### src/rtl/shift_pkg.sv
// Shared types and constants for the shifter arbiter and its barrel shifter.
package shift_pkg;

    localparam int SHIFT_W = 32'd32;
    localparam int SHAMT_W = 32'd5;

    // One shift request as seen by the shared shifter.
    typedef struct packed {
        logic [SHIFT_W-1:0] opranda;
        logic [SHAMT_W-1:0] oprandb;
        logic               right_flag;
        logic               right_arith_flag;
    } shift_req_t;

    // Result slot occupancy; rsp_valid is simply "slot is FULL".
    typedef enum logic {
        SLOT_EMPTY = 1'b0,
        SLOT_FULL  = 1'b1
    } slot_state_t;

    // Mirror a word end for end so one right-shift network also serves left shifts.
    function automatic logic [SHIFT_W-1:0] bit_reverse(input logic [SHIFT_W-1:0] d);
        logic [SHIFT_W-1:0] r;
        r = '0;
        for (int i = 0; i < SHIFT_W; i++) begin
            r[i] = d[SHIFT_W-1-i];
        end
        return r;
    endfunction

endpackage

### src/rtl/barrel_shifter_optimized.sv
// Combinational 32-bit barrel shifter: left, logical right, arithmetic right.
// A single log2 right-shift network is used; left shifts are done by
// bit-reversing the operand on the way in and the result on the way out.
module barrel_shifter_optimized
    import shift_pkg::*;
(
    input  shift_req_t         req,
    output logic [SHIFT_W-1:0] res
);

    logic               fill_s;
    logic [SHIFT_W-1:0] stage_s;

    // Fill bit: sign for arithmetic right, zero otherwise (arith ignored on left).
    always_comb begin
        fill_s = req.right_flag & req.right_arith_flag & req.opranda[SHIFT_W-1];
    end

    // Five conditional stages of 1, 2, 4, 8, 16 positions each.
    always_comb begin
        if (req.right_flag) begin
            stage_s = req.opranda;
        end else begin
            stage_s = bit_reverse(req.opranda);
        end
        for (int i = 0; i < SHAMT_W; i++) begin
            if (req.oprandb[i]) begin
                stage_s = (stage_s >> (1 << i))
                        | (fill_s ? ~({SHIFT_W{1'b1}} >> (1 << i)) : {SHIFT_W{1'b0}});
            end else begin
                stage_s = stage_s;
            end
        end
        if (req.right_flag) begin
            res = stage_s;
        end else begin
            res = bit_reverse(stage_s);
        end
    end

endmodule

### src/rtl/shift_arbiter.sv
// Two-port round-robin arbiter in front of one shared barrel shifter with a
// single registered result slot. Port 0: ALU shifts, port 1: load/store
// byte alignment. Results carry the issuing port id and its tag.
module shift_arbiter
    import shift_pkg::*;
#(
    parameter int TAG_W = 4
) (
    input  logic               clk,
    input  logic               rst_n,
    input  logic               req0_valid,
    output logic               req0_ready,
    input  logic [SHIFT_W-1:0] req0_opranda,
    input  logic [SHAMT_W-1:0] req0_oprandb,
    input  logic               req0_right_flag,
    input  logic               req0_right_arith_flag,
    input  logic [TAG_W-1:0]   req0_tag,
    input  logic               req1_valid,
    output logic               req1_ready,
    input  logic [SHIFT_W-1:0] req1_opranda,
    input  logic [SHAMT_W-1:0] req1_oprandb,
    input  logic               req1_right_flag,
    input  logic               req1_right_arith_flag,
    input  logic [TAG_W-1:0]   req1_tag,
    output logic               rsp_valid,
    input  logic               rsp_ready,
    output logic [SHIFT_W-1:0] rsp_res,
    output logic               rsp_id,
    output logic [TAG_W-1:0]   rsp_tag
);

    slot_state_t        slot_r;
    logic               ptr_r;
    logic [SHIFT_W-1:0] rsp_res_r;
    logic               rsp_id_r;
    logic [TAG_W-1:0]   rsp_tag_r;

    logic               can_accept_s;
    logic               grant_s;
    logic               fire_s;
    shift_req_t         sel_req_s;
    logic [TAG_W-1:0]   sel_tag_s;
    logic [SHIFT_W-1:0] shift_res_s;

    // Grant and handshake: the slot can take a request when empty or being drained.
    always_comb begin
        can_accept_s = (slot_r == SLOT_EMPTY) | rsp_ready;
        if (req0_valid & req1_valid) begin
            grant_s = ptr_r;
        end else if (req1_valid) begin
            grant_s = 1'b1;
        end else if (req0_valid) begin
            grant_s = 1'b0;
        end else begin
            grant_s = ptr_r;
        end
        req0_ready = can_accept_s & ~grant_s;
        req1_ready = can_accept_s &  grant_s;
        fire_s     = can_accept_s & (grant_s ? req1_valid : req0_valid);
    end

    // Route the granted port's payload to the shared shifter.
    always_comb begin
        if (grant_s) begin
            sel_req_s.opranda          = req1_opranda;
            sel_req_s.oprandb          = req1_oprandb;
            sel_req_s.right_flag       = req1_right_flag;
            sel_req_s.right_arith_flag = req1_right_arith_flag;
            sel_tag_s                  = req1_tag;
        end else begin
            sel_req_s.opranda          = req0_opranda;
            sel_req_s.oprandb          = req0_oprandb;
            sel_req_s.right_flag       = req0_right_flag;
            sel_req_s.right_arith_flag = req0_right_arith_flag;
            sel_tag_s                  = req0_tag;
        end
    end

    barrel_shifter_optimized u_shifter (
        .req (sel_req_s),
        .res (shift_res_s)
    );

    // Result slot and round-robin pointer; pointer moves to the loser on every fire.
    always_ff @(posedge clk or negedge rst_n) begin
        if (!rst_n) begin
            slot_r    <= SLOT_EMPTY;
            ptr_r     <= 1'b0;
            rsp_res_r <= {SHIFT_W{1'b0}};
            rsp_id_r  <= 1'b0;
            rsp_tag_r <= {TAG_W{1'b0}};
        end else if (fire_s) begin
            slot_r    <= SLOT_FULL;
            ptr_r     <= ~grant_s;
            rsp_res_r <= shift_res_s;
            rsp_id_r  <= grant_s;
            rsp_tag_r <= sel_tag_s;
        end else if (rsp_ready) begin
            slot_r    <= SLOT_EMPTY;
        end else begin
            slot_r    <= slot_r;
        end
    end

    assign rsp_valid = (slot_r == SLOT_FULL);
    assign rsp_res   = rsp_res_r;
    assign rsp_id    = rsp_id_r;
    assign rsp_tag   = rsp_tag_r;

endmodule

### config.mk
export PLATFORM = sky130hd
export DESIGN_NAME = shift_arbiter
export DESIGN_NICKNAME = d
export VERILOG_FILES = /design/src/rtl/shift_pkg.sv /design/src/rtl/barrel_shifter_optimized.sv /design/src/rtl/shift_arbiter.sv
export SDC_FILE = /design/constraint.sdc
export NUM_CORES = 1
export LEC_CHECK = 0
export CORE_UTILIZATION = 45
export DETAILED_ROUTE_END_ITERATION = 10
export PLACE_DENSITY_LB_ADDON = 0.08
export SLEW_MARGIN = 25
export SYNTH_ARGS = -nofsm -noshare
export SYNTH_HDL_FRONTEND = slang
export SYNTH_SLANG_ARGS = --single-unit
### constraint.sdc
create_clock -name clk -period 3.1 [get_ports clk]
set_input_delay 0.31 -clock clk [delete_from_list [all_inputs] [get_ports clk]]
set_output_delay 0.31 -clock clk [all_outputs]
set_load 0.005 [all_outputs]
* After elaboration in Yosys (flattened, before gate mapping)
Cells that the tools add are included.
** Storage, ports and cells
- Flip-flop bits (word level) :: 39
- Word-level logic and storage cells :: 40
** Operators by class
- Mux-type cells :: 20
- Bitwise gates (word level) :: 14
- Reduce and logical (&&, ||, !) cells :: 1
** Operators with widths (number)
- 32-bit 2-to-1 mux :: 12
- 39-bit 2-to-1 mux :: 1
- 16-bit by 32-bit OR with 32-bit output :: 1
- 24-bit by 32-bit OR with 32-bit output :: 1
- 28-bit by 32-bit OR with 32-bit output :: 1
- 30-bit by 32-bit OR with 32-bit output :: 1
- 31-bit by 32-bit OR with 32-bit output :: 1
- 1-bit bitwise AND :: 6
- 1-bit 2-to-1 mux :: 6
- 4-bit 2-to-1 mux :: 1
- 1-bit inverter :: 2
- 2-bit nonzero test :: 1
- 1-bit OR :: 1

* Longest topological paths before layout
Gate-level depths: netlist of the first run.
- Depth in word-level cells :: 18
- Mapped depth :: 13
- Depth with buffers taken out :: 10

* By module
A second synthesis of the first run with hierarchy kept.
** Second synthesis, totals
- Cells, all modules :: 627
- Area, all modules :: 5967.0 µm²
** By module, submodules not included
- barrel_shifter_optimized :: area each 3881.2 µm², instances 1, cells an instance 479
- shift_arbiter :: area each 2085.8 µm², instances 1, cells an instance 148

* Least setup slack after synthesis of the first run
Ideal clock, no wire load.
- Path type :: reg-to-reg
- Start point :: register ptr_r
- End point :: register rsp_res_r[11], in the netlist rsp_res[11]
- Required time :: 3.035 ns
- Period minus slack after synthesis :: 3.095 ns
- Stages on the path, launching flop included :: 12
- Arrival time :: 3.030 ns
- Library setup time :: 0.065 ns
- Slack :: 0.005 ns
- Cells stage by stage :: dfrtp_1 nand2b_1 a21oi_1 buf_4 mux2_2 xnor2_1 mux2_1 mux2_2 mux4_2 mux2_2 o221ai_2 o21a_1
** Between the ends
- Cells in the longest elaborated chain, start to end :: 16
- Elaborated cells between the ends (all ways) :: 25
** RTL lines
- start, declared :: RTL line shift_arbiter.sv:33 : logic ptr_r;
- start signal, assigned :: RTL line shift_arbiter.sv:94 : ptr_r <= ~grant_s;
- 1-bit 2-to-1 mux :: RTL line shift_arbiter.sv:52 : end else if (req0_valid) begin
- 1-bit 2-to-1 mux :: RTL line shift_arbiter.sv:50 : end else if (req1_valid) begin
- 1-bit 2-to-1 mux (*) :: RTL line shift_arbiter.sv:48 : if (req0_valid & req1_valid) begin
- 39-bit 2-to-1 mux :: RTL line shift_arbiter.sv:64 : if (grant_s) begin
- 1-bit bitwise AND (2 in series) :: RTL line barrel_shifter_optimized.sv:16 : fill_s = req.right_flag & req.right_arith_flag & req.opranda[SHIFT_W-1];
- 32-bit 2-to-1 mux :: RTL line barrel_shifter_optimized.sv:29 : | (fill_s ? ~({SHIFT_W{1'b1}} >> (1 << i)) : {SHIFT_W{1'b0}});
- 31-bit by 32-bit OR with 32-bit output :: RTL line barrel_shifter_optimized.sv:29
- 32-bit 2-to-1 mux (2 in series) :: RTL line barrel_shifter_optimized.sv:27 : if (req.oprandb[i]) begin
- 28-bit by 32-bit OR with 32-bit output :: RTL line barrel_shifter_optimized.sv:29
- 32-bit 2-to-1 mux (2 in series) :: RTL line barrel_shifter_optimized.sv:27
- 16-bit by 32-bit OR with 32-bit output :: RTL line barrel_shifter_optimized.sv:29
- 32-bit 2-to-1 mux :: RTL line barrel_shifter_optimized.sv:27
- 32-bit 2-to-1 mux :: RTL line barrel_shifter_optimized.sv:34 : if (req.right_flag) begin
- end signal, assigned :: RTL line shift_arbiter.sv:89 : rsp_res_r <= {SHIFT_W{1'b0}};
- end signal, assigned :: RTL line shift_arbiter.sv:95 : rsp_res_r <= shift_res_s;
- end, declared :: RTL line shift_arbiter.sv:34 : logic [SHIFT_W-1:0] rsp_res_r;
Every way passes the cells marked *; elsewhere a longest branch is shown, timed or not.
A chain may end at the register's enable or synchronous reset.

* Final worst setup path of the first run
- Start point :: register ptr_r
- End point :: register rsp_res_r[15], in the netlist rsp_res[15]
** Between the ends
- Cells in the longest elaborated chain, start to end :: 15
- Elaborated cells between the ends (all ways) :: 25
** RTL lines (RTL line)
- 1-bit 2-to-1 mux :: shift_arbiter.sv:52
- 1-bit 2-to-1 mux :: shift_arbiter.sv:50
- 1-bit 2-to-1 mux (*) :: shift_arbiter.sv:48
- 39-bit 2-to-1 mux :: shift_arbiter.sv:64
- 32-bit 2-to-1 mux or 1-bit bitwise AND (tied branches) :: barrel_shifter_optimized.sv:21, barrel_shifter_optimized.sv:16
- 31-bit by 32-bit OR with 32-bit output or 1-bit bitwise AND (tied branches) :: barrel_shifter_optimized.sv:29, barrel_shifter_optimized.sv:16
- 32-bit 2-to-1 mux (on tied branches) :: barrel_shifter_optimized.sv:27, barrel_shifter_optimized.sv:29
- 30-bit by 32-bit OR with 32-bit output or 31-bit by 32-bit OR with 32-bit output (tied branches) :: barrel_shifter_optimized.sv:29
- 32-bit 2-to-1 mux :: barrel_shifter_optimized.sv:27
- 28-bit by 32-bit OR with 32-bit output or 32-bit 2-to-1 mux (tied branches) :: barrel_shifter_optimized.sv:29, barrel_shifter_optimized.sv:27
- 32-bit 2-to-1 mux :: barrel_shifter_optimized.sv:27
- 24-bit by 32-bit OR with 32-bit output or 32-bit 2-to-1 mux (tied branches) :: barrel_shifter_optimized.sv:29, barrel_shifter_optimized.sv:27
- 32-bit 2-to-1 mux or 16-bit by 32-bit OR with 32-bit output (tied branches) :: barrel_shifter_optimized.sv:27, barrel_shifter_optimized.sv:29
- 32-bit 2-to-1 mux :: barrel_shifter_optimized.sv:27
- 32-bit 2-to-1 mux :: barrel_shifter_optimized.sv:34
Marks and branches as above.

==> run metrics, run 1 <==
Starting DRT DRC Count between 700 and 800; CTS buffer count 5; clk root buf clkbuf_8; Layout Nets between 900 and 1,000; Worst EP arrival between 3000 and 4000 ps; fin crit share 107%; clock sinks 39; Clock Skew around 13 ps; Synth Area per Inst approximately 7.8 um2; io pins about 130; die area around 11,000 um2; Finished Layout Cells around 1,000; final worst-path setup slack -204 ps; area grow syn2layout 77.3%; Fin Setup TNS -2830 ps; DP HPWL around 17 mm; FF+latch count, synth 39; Pwr Total 4.40 mW; TritonRoute pass-1 iters 7; WL/cell about 23 um; Crit Path Class flop to flop; total grt overflow 0; largest family of logic cells by synthesized area compound AO/OA/AOI/OAI gates; count leader, synth mux2i_1; share of cells above drive strength 1 roughly two fifths; placed insts 995; Slowest-stage cell, CP dfrtp_2; DRC 0; Routability Congestion between 0.9 and 1; PortBufs 130; Site Rows 37; number of library cell types mapped by synthesis between 50 and 60; antenna violations before repair 0; Reg clk slew, reported paths 80 ps; leading area contributor after synthesis dfrtp_1; Synth Area in XOR/XNOR 0.182%; achievable frequency about 0.30 GHz; crit-path max cell delay 450 ps; H-tree depth 2; core area just over 10,000 um2; Tot GR Track Use a little under 40%; EDFF count, synth 0; Synthesized Nets 711; crit path cell chain nand2b_4 -> a21o_1 -> buf_4 -> a31oi_1 -> o21ai_0 -> o211ai_1 -> o21ai_2 -> o2bb2ai_2 -> a221oi_2 -> buf_4 -> o21ai_0 -> o22a_1; antenna cells 0; power density over the cells 515 nW/um2; measured slew at the worst slew-check pin between 800 and 900 ps; Antenna Nets Post-Route 0; area share of and/or/nand/nor cells after synthesis between 10% and 20%; Leakage 3.48 nW; mux contribution to synthesized area between 20% and 30%; Slew Limit Fails 0; Final min period 3300 ps; share of the synthesized area in the top cell type 20.3%; synth cell count leaders mux2i_1 (93), nand2_1 (75), o21ai_0 (64); Slew headroom between 40% and 50%; endpoints failing hold 0; Crit. path cell count 12; clk buf depth 2; Synth Area in Compound Gates between 30% and 40%; Initial Util between 40% and 50%; Yosys Warn Count 0; vias per cell around 6.6; kind of end point of the critical path flop; pin count of the biggest net entering global routing 40; post-synthesis adder-cell area fraction 0%; Die Y around 110 um; Top FF cell, synth dfrtp_1; # Max-Cap Violations 0; die span in x 105 um; Worst R2R Setup Slack -200 ps; CP Max Fanout 23; delay-heaviest family, CP compound AO/OA/AOI/OAI gates; clk_lat worst skew a little over 300 ps; top post-synthesis cells by area dfrtp_1 (20%), mux2i_1 (19%), o21ai_0 (6.6%); CTS tree yes; CTS Hold Bufs 0; status finished, violations left; first-pass GRT wire length roughly 34 mm; RSZ-0062 raised after global routing true; worst vdd ir approximately 300 uV; violated checks setup timing; startpoint types flop; sequential area share after synthesis 20.3%; Post-Route WL between 20 and 25 mm; Setup violations, final 31; synthesized netlist cell count 620; worst path bufs/invs 2; reg2reg path depth 12; vias in the first global route 6,399; Synth async-reset ratio 100%; Crit path required time around 3300 ps; HP Class input pin to async pin; mapped cell area a little under 5000 um2; Vias 6,820
## worst register-to-register path, delay by kind of cell (launching register included)
kind | cells | cell delay, ps
compound gates | 9 | 2160
buf+inv | 2 | 430
flops | 1 | 450
simple gates | 1 | 180
## final timing paths
path,from,end
max in group asynchronous,rst_n,ptr_r$_DFFE_PN0P_
worst min register to register,rsp_tag[0]$_DFFE_PN0P_,rsp_tag[0]$_DFFE_PN0P_
worst max register to register,ptr_r$_DFFE_PN0P_,rsp_res[15]$_DFFE_PN0P_
worst max-delay path,ptr_r$_DFFE_PN0P_,rsp_res[15]$_DFFE_PN0P_
min in group clk,rsp_tag[0]$_DFFE_PN0P_,rsp_tag[0]$_DFFE_PN0P_
worst min-delay path,rst_n,rsp_res[2]$_DFFE_PN0P_
## registers in the layout (all words and copies together) (netlist names)
signal / count
rsp_res: 32
ptr_r: 1
rsp_valid: 1
rsp_id: 1
rsp_tag: 4
## what timing repair did
| item | CTS | global route |
|---|---|---|
| resized for setup | 87 | 111 |
| setup buffers | 13 | 12 |
| endpoints found under the setup margin | 32 | 32 |
| pin swaps | 15 | 31 |
| cloned | 4 | 0 |
## cells by family after synthesis
group                     after synthesis
xor gates and xnor gates                1
buffers and inverters                  59
and+or+nand+nor                       156
DFF                                    39
muxes                                 122
AOI/OAI and AO/OA                     243
## placed cells by master (no fill, tap or decap), types with 9 or more instances in the layout
cell type          n
mux2_2            14
a211oi_1          24
mux2i_2           25
o211ai_1          30
mux2i_4           22
nor2_1            41
o22ai_1            9
clkdlybuf4s50_1  128
buf_4            163
a31oi_1           21
mux2_4            12
buf_6             19
nand3_1            9
nand2_1           74
o21ai_2           11
mux2i_1           47
o21ai_0           37
o21ai_1           20
a21oi_1           17
dfrtp_1           38
## stage by stage
stage | hold slack (ps) | area (um2) | util, % | worst slack [ps]
final | 122 | 8540 | 82.4 | -204
after CTS | 150 | 8040 | 77.5 | -115
after global placement | 446 | 7350 | 70.9 | -677
after floorplan | 14.4 | 4820 | - | 4.60
after global routing | 191 | 8540 | 82.4 | -246
after detailed placement | 460 | 7350 | 70.9 | -717
## power breakdown
part / switching, mW / internal, mW
logic: 1.54 / 1.62
registers: 0.0855 / 0.642
clock network: 0.199 / 0.322
total: 1.82 / 2.58
## area by class of cell
type	instances	area [um2]
flip-flops and latches	39	977
fillers	624	1830
repair buffers	322	2940
multi-input cells	522	4320
well taps	136	170
clock buffers	6	72.6
clock inverters	2	60.1
## metal layers
metal / vias to the layer above / GRT usage [%] / wire length (um)
li1: 2944 / - / -
met1: 3208 / 50.9 / 9090
met2: 554 / 64.6 / 10900
met3: 114 / 7.79 / 2410
met4: 0 / 18.0 / 1150
met5: - / 0 / 0
No activity file was read; power rests on OpenSTA's default activity.
==> run 2: changes to the inputs <==
==> constraint.sdc (replaced) <==
create_clock -name clk -period 3.1 [get_ports clk]
set_input_delay 0.31 -clock clk [delete_from_list [all_inputs] [get_ports clk]]
set_output_delay 0.31 -clock clk [all_outputs]
set_load 0.02 [all_outputs]
==> results of run 2 <==
Same layout as run 1 (identical final DEF). Status: finished, violations left: setup timing.
Main changes from that run: total power 4.40 mW -> 4.56 mW; worst IR drop on VDD 307 uV -> 332 uV
